<file path="config.mk">
export PLATFORM = sky130hd
export DESIGN_NAME = por_domain_sequencer
export DESIGN_NICKNAME = d
export VERILOG_FILES = /design/src/rtl/por_domain_sequencer.sv
export SDC_FILE = /design/constraint.sdc
export NUM_CORES = 1
export LEC_CHECK = 0
export CORE_MARGIN = 2
export CORE_UTILIZATION = 62
export CTS_BUF_LIST = sky130_fd_sc_hd__clkbuf_4
export DETAILED_ROUTE_END_ITERATION = 8
export PLACE_DENSITY = 0.85
export SETUP_SLACK_MARGIN = 0.02
export SLEW_MARGIN = 20
export SYNTH_ARGS = -nofsm -noshare
export SYNTH_HDL_FRONTEND = slang
export SYNTH_SLANG_ARGS = --single-unit
export TNS_END_PERCENT = 10
</file>
<file path="constraint.sdc">
create_clock -name STUP_CLK -period 5 [get_ports STUP_CLK]
set_input_delay 1 -clock STUP_CLK [delete_from_list [all_inputs] [get_ports STUP_CLK]]
set_output_delay 1 -clock STUP_CLK [all_outputs]
set_load 0.02 [all_outputs]
</file>
<file path="src/rtl/por_domain_sequencer.sv">
// Power-on reset sequencer: brings up N_DOM reset domains in order, with timeout/retry,
// sticky failure map and run-time lock-loss recovery from the failing domain onward.
module por_domain_sequencer #(
  parameter int N_DOM     = 4,
  parameter int RST_CYC   = 16,
  parameter int TMO_W     = 16,
  parameter int TMO       = 50000,
  parameter int MAX_RETRY = 3,
  parameter logic [N_DOM-1:0] MON_MASK = {N_DOM{1'b1}}
) (
  input  logic             STUP_CLK,
  input  logic             SYS_RST,
  input  logic             RESTART,
  input  logic [N_DOM-1:0] DOM_DONE,
  output logic [N_DOM-1:0] DOM_RST,
  output logic             RUN,
  output logic             FAIL,
  output logic [N_DOM-1:0] FAIL_MAP,
  output logic [3:0]       CUR_DOM,
  output logic [3:0]       RETRY_CNT,
  output logic [2:0]       STATE
);

  localparam int HOLD_W = $clog2(RST_CYC + 1);

  typedef enum logic [2:0] {
    S_IDLE   = 3'd0,
    S_ASSERT = 3'd1,
    S_WAIT   = 3'd2,
    S_RUN    = 3'd3,
    S_FAIL   = 3'd4
  } state_t;

  state_t             state;
  logic [HOLD_W-1:0]  hold;
  logic [TMO_W-1:0]   timer;
  logic [N_DOM-1:0]   sync1;
  logic [N_DOM-1:0]   ds;
  logic [15:0]        ds_ext;
  logic [N_DOM-1:0]   lost;

  assign STATE  = state;
  assign ds_ext = 16'(ds);
  assign lost   = ~ds & MON_MASK;

  // Reset vector for a given current domain: higher domains always held, current one optional.
  function automatic logic [N_DOM-1:0] rst_mask(input logic [3:0] idx, input logic incl);
    logic [N_DOM-1:0] r;
    for (int k = 0; k < N_DOM; k++)
      r[k] = (4'(k) > idx) || (incl && (4'(k) == idx));
    return r;
  endfunction

  function automatic logic [3:0] lowest(input logic [N_DOM-1:0] v);
    logic [3:0] r;
    r = 4'd0;
    for (int k = N_DOM - 1; k >= 0; k--)
      if (v[k]) r = 4'(k);
    return r;
  endfunction

  // DOM_DONE sources are asynchronous to STUP_CLK.
  always_ff @(posedge STUP_CLK or posedge SYS_RST) begin
    if (SYS_RST) begin
      sync1 <= '0;
      ds    <= '0;
    end else begin
      sync1 <= DOM_DONE;
      ds    <= sync1;
    end
  end

  always_ff @(posedge STUP_CLK or posedge SYS_RST) begin
    if (SYS_RST) begin
      state     <= S_IDLE;
      hold      <= '0;
      timer     <= '0;
      DOM_RST   <= '1;
      RUN       <= 1'b0;
      FAIL      <= 1'b0;
      FAIL_MAP  <= '0;
      CUR_DOM   <= 4'd0;
      RETRY_CNT <= 4'd0;
    end else if (RESTART) begin
      state     <= S_ASSERT;
      hold      <= '0;
      timer     <= '0;
      DOM_RST   <= '1;
      RUN       <= 1'b0;
      FAIL      <= 1'b0;
      CUR_DOM   <= 4'd0;
      RETRY_CNT <= 4'd0;
    end else begin
      case (state)
        S_IDLE: begin
          state   <= S_ASSERT;
          CUR_DOM <= 4'd0;
          hold    <= '0;
          DOM_RST <= '1;
        end
        S_ASSERT: begin
          if (hold == HOLD_W'(RST_CYC - 1)) begin
            hold    <= '0;
            timer   <= '0;
            state   <= S_WAIT;
            DOM_RST <= rst_mask(CUR_DOM, 1'b0);
          end else begin
            hold <= hold + HOLD_W'(1);
          end
        end
        S_WAIT: begin
          // Done is checked first so it wins over a simultaneous timeout.
          if (ds_ext[CUR_DOM]) begin
            RETRY_CNT <= 4'd0;
            timer     <= '0;
            if (CUR_DOM == 4'(N_DOM - 1)) begin
              state   <= S_RUN;
              RUN     <= 1'b1;
              DOM_RST <= '0;
            end else begin
              CUR_DOM <= CUR_DOM + 4'd1;
              state   <= S_ASSERT;
              hold    <= '0;
              DOM_RST <= rst_mask(CUR_DOM + 4'd1, 1'b1);
            end
          end else if (timer == TMO_W'(TMO - 1)) begin
            timer     <= '0;
            hold      <= '0;
            RETRY_CNT <= RETRY_CNT + 4'd1;
            DOM_RST   <= rst_mask(CUR_DOM, 1'b1);
            if (RETRY_CNT + 4'd1 == 4'(MAX_RETRY)) begin
              state    <= S_FAIL;
              FAIL     <= 1'b1;
              FAIL_MAP <= FAIL_MAP | (rst_mask(CUR_DOM, 1'b1) ^ rst_mask(CUR_DOM, 1'b0));
            end else begin
              state <= S_ASSERT;
            end
          end else if (timer != '1) begin
            timer <= timer + TMO_W'(1);
          end
        end
        S_RUN: begin
          if (|lost) begin
            CUR_DOM   <= lowest(lost);
            RETRY_CNT <= 4'd0;
            hold      <= '0;
            state     <= S_ASSERT;
            RUN       <= 1'b0;
            DOM_RST   <= rst_mask(lowest(lost), 1'b1);
          end
        end
        S_FAIL: begin
          state <= S_FAIL;
        end
        default: begin
          state <= S_IDLE;
        end
      endcase
    end
  end

endmodule

</file>
==> flow_summary.toml <==
[run_status]
status = "finished clean"

[power]
pwr-share-seq_pct = 55.4
peakVddDrop_uv = 183
total_power_uw = 807
switching_share_pct = 27.3
intPower_uw = 587
comb_power_share_pct = 14.8
p_switching_uw = 220
power_per_cell_area_nw_per_um2 = 248
p_leak_uw = 0.00134
p_clk_share_pct = 29.8

[floorplan]
io_pins = 28
initial_core_util_pct = 65.2
rows = 24
die_x_um = 71.9
die_y_um = 71.9
core_area_sq_um = 4380
die_area_sq_um = 5170

[logic_synthesis]
syn_avg_cell_area_sq_um = 9.52
yosysSeqAreaShare_pct = 44.0
synthAdderAreaFrac_pct = 3.94
syn_inst = 300
muxShareOfSynthArea_pct = 3.33
synth_enable_flop_cells = 0
synth_xor_area_share_pct = 1.84
yosys.area.top_type = "dfrtp_1"
synth_top_family_by_area = "simple AND/OR/NAND/NOR gates"
synth_most_common_cell = "dfrtp_1"
ys_top_cells_by_count = "dfrtp_1, nor2_1, nand2_1, o21ai_0, a21oi_1"
synth-simple-area-share_pct = 24.3
netlist_area_sq_um = 2860
synth_seq_cells = 50
syn-num-nets = 316
async_reset_ff_share_pct = 100
yosys.cell_types.count = 60
yosysWarnings = 0
synth_top_area_share_pct = 40.3
synthTopCellsByArea = "dfrtp_1, ha_1, nor2_1"
synth_ff_type = "dfrtp_1"
synth_compound_area_share_pct = 19.8

[hold_path]
min_path_type = "register to register"
whs_endpoint = "ds[2]"
min_from = "sync1[2]"
min_path_cells = 0

[timing]
relSlewSlack_pct = 31.4
hold_viol = 0
drv_slew = 0
hold_slack_ns = 0.365
final.setup.tns_ns = 0
fin_skew_ns = 0.00927
worst_slew_pin_slew_ns = 1.02
setup_violations = 0
period_needed_ns = 3.41
finalCritPeriodShare_pct = 68.2
max_freq_ghz = 0.293
rsz0062_at_grt = "no"

[cells_and_area]
fillers = 330
n_antenna_cell = 0
multi_input_area_sq_um = 1520
regArea_sq_um = 1260
syn2layout_area_growth_pct = 13.9
final_core_util_pct = 74.2
fin_nets = 343
finalNonFillerCells = 380
layout-drive-gt1-share_pct = 9.15

[critical_path]
reg2reg_from = "CUR_DOM[0]"
r2r_setup_slack_ns = 2.16
max_stage_delay_ns = 0.68
reg2reg_to = "DOM_RST[1]"
rr_worst_depth = 5
critPathLaunchType = "primary input"
slowest_stage = "or4b_2"
crit_chain = "clkdlybuf4s50_1 > buf_4 > or4b_2 > a21o_1 > o21bai_2 > nand2b_1 > mux2_2"
path_max_fanout = 24
arrival_ns = 3.73
path_class = "primary input to register"
critPathCaptureType = "register"
critical_path_required_ns = 5.32

[detailed_routing]
avgRoutedWirePerCell_um = 16.9
viasPerCell = 6.64
vias = 2524
drt_iter0_markers = 356
wl_um = 6410
drc = 0
antenna_left = 0
dr.pass1.iters = 5

[placement]
placedCellCount = 372
dp_hpwl_um = 4530
gp_congestion = 0.886
io_buffers = 27

[global_routing]
grt_pass1_vias = 2324
grt_pass1_wl_um = 10800
grt.overflow.total = 0
grt_max_degree = 51
grt_usage_pct = 26.8
antenna_found_initial = 0

[cts]
numCtsBuffers = 5
post_cts_buffers = 0
clock_sinks = 50
htreeDepth = 2
cts-resized-gates = 0
ctsHoldBuffers = 0
cts_tree = "yes"
cts_root_buffer = "clkbuf_4"
clock_path_buffers = 2
clk_latency_ns = 0.37
clkSlewWorstSetupHoldPaths_ns = 0.14

[run]
cap_violations = 0
critical path, delay by kind of cell:
kind,cells,cell delay (ns)
AOI/OAI and AO/OA,2,0.79
buffers and inverters,2,0.61
muxes,1,0.36
and+or+nand+nor,2,0.97
power groups by stage:
stage | Clock (uW) | Sequential, uW | Combinational (uW)
2_1_floorplan | 0 | 455 | 75.7
3_3_place_gp | 0 | 454 | 115
3_5_place_dp | 0 | 455 | 119
4_1_cts | 244 | 447 | 120
5_1_grt | 259 | 451 | 134
6_report | 241 | 447 | 120
stage by stage:
stage	setup slack, ns	area (sq um)
6_report	1.59	3250
5_1_grt	1.46	3250
4_1_cts	1.61	3250
3_5_place_dp	1.20	3170
3_3_place_gp	1.27	3170
2_1_floorplan	2.28	2860
placed cells by master (no fill, tap or decap), types with 3 or more instances in the layout:
master,Yosys,final
a31o_2,3,3
dfstp_2,4,4
clkdlybuf4s50_1,0,27
clkbuf_4,0,6
nand4_1,9,9
inv_1,12,11
a31oi_1,7,7
o21a_1,3,3
nor4_1,6,6
ha_1,9,9
nor2_1,29,29
nand3_1,9,9
a211oi_1,3,3
and2_1,5,5
nor2b_1,5,5
nand2b_1,3,3
dfrtp_1,46,46
mux2i_1,5,5
o31ai_1,8,8
a21oi_1,14,14
a211o_1,3,3
a41o_1,3,3
nor3_1,11,11
o21ai_0,16,16
xnor2_1,5,5
or4_1,7,7
nand2_1,22,22
logic make-up after synthesis:
group,after synthesis
compound gates,81
xor+xnor,6
mux,8
fa+ha+maj,9
flops,50
buf+inv,21
simple gates,125
sequential cells by signal, indices dropped and copies added (netlist names), 3 cells and up:
name,cells
FAIL_MAP,4
sync1,4
CUR_DOM,4
ds,4
DOM_RST,4
timer,16
hold,5
STATE,3
RETRY_CNT,4
final cells by class:
type                    instances  share of cell area (%)
flip-flops and latches         50                    38.6
repair buffers                 29                    8.77
clock buffers                   6                    1.38
inverters                      12                    1.42
multi-input cells             229                    46.7
clock inverters                 2                    1.15
well taps                      52                    2.00
worst max path at each step:
stage,start,end,slack (ns),depth (start not counted)
final,RESTART,DOM_RST[1],1.59,7
after global routing,RESTART,DOM_RST[1],1.46,7
after CTS,RESTART,DOM_RST[0],1.61,7
after detailed placement,RESTART,DOM_RST[0],1.20,7
after global placement,RESTART,DOM_RST[0],1.27,7
after floorplan,RESTART,DOM_RST[0],2.28,5
metal layers:
metal / track usage, % / part of all wire [%] / vias to the layer above
met1: 36.2 / 43 / 1229
li1: - / - / 1190
met3: 4.22 / 5.1 / 9
met4: 7.76 / 1.3 / 0
met5: 0 / 0 / -
met2: 45.1 / 50 / 96
Note: power is estimated with default switching activity, not from simulation.
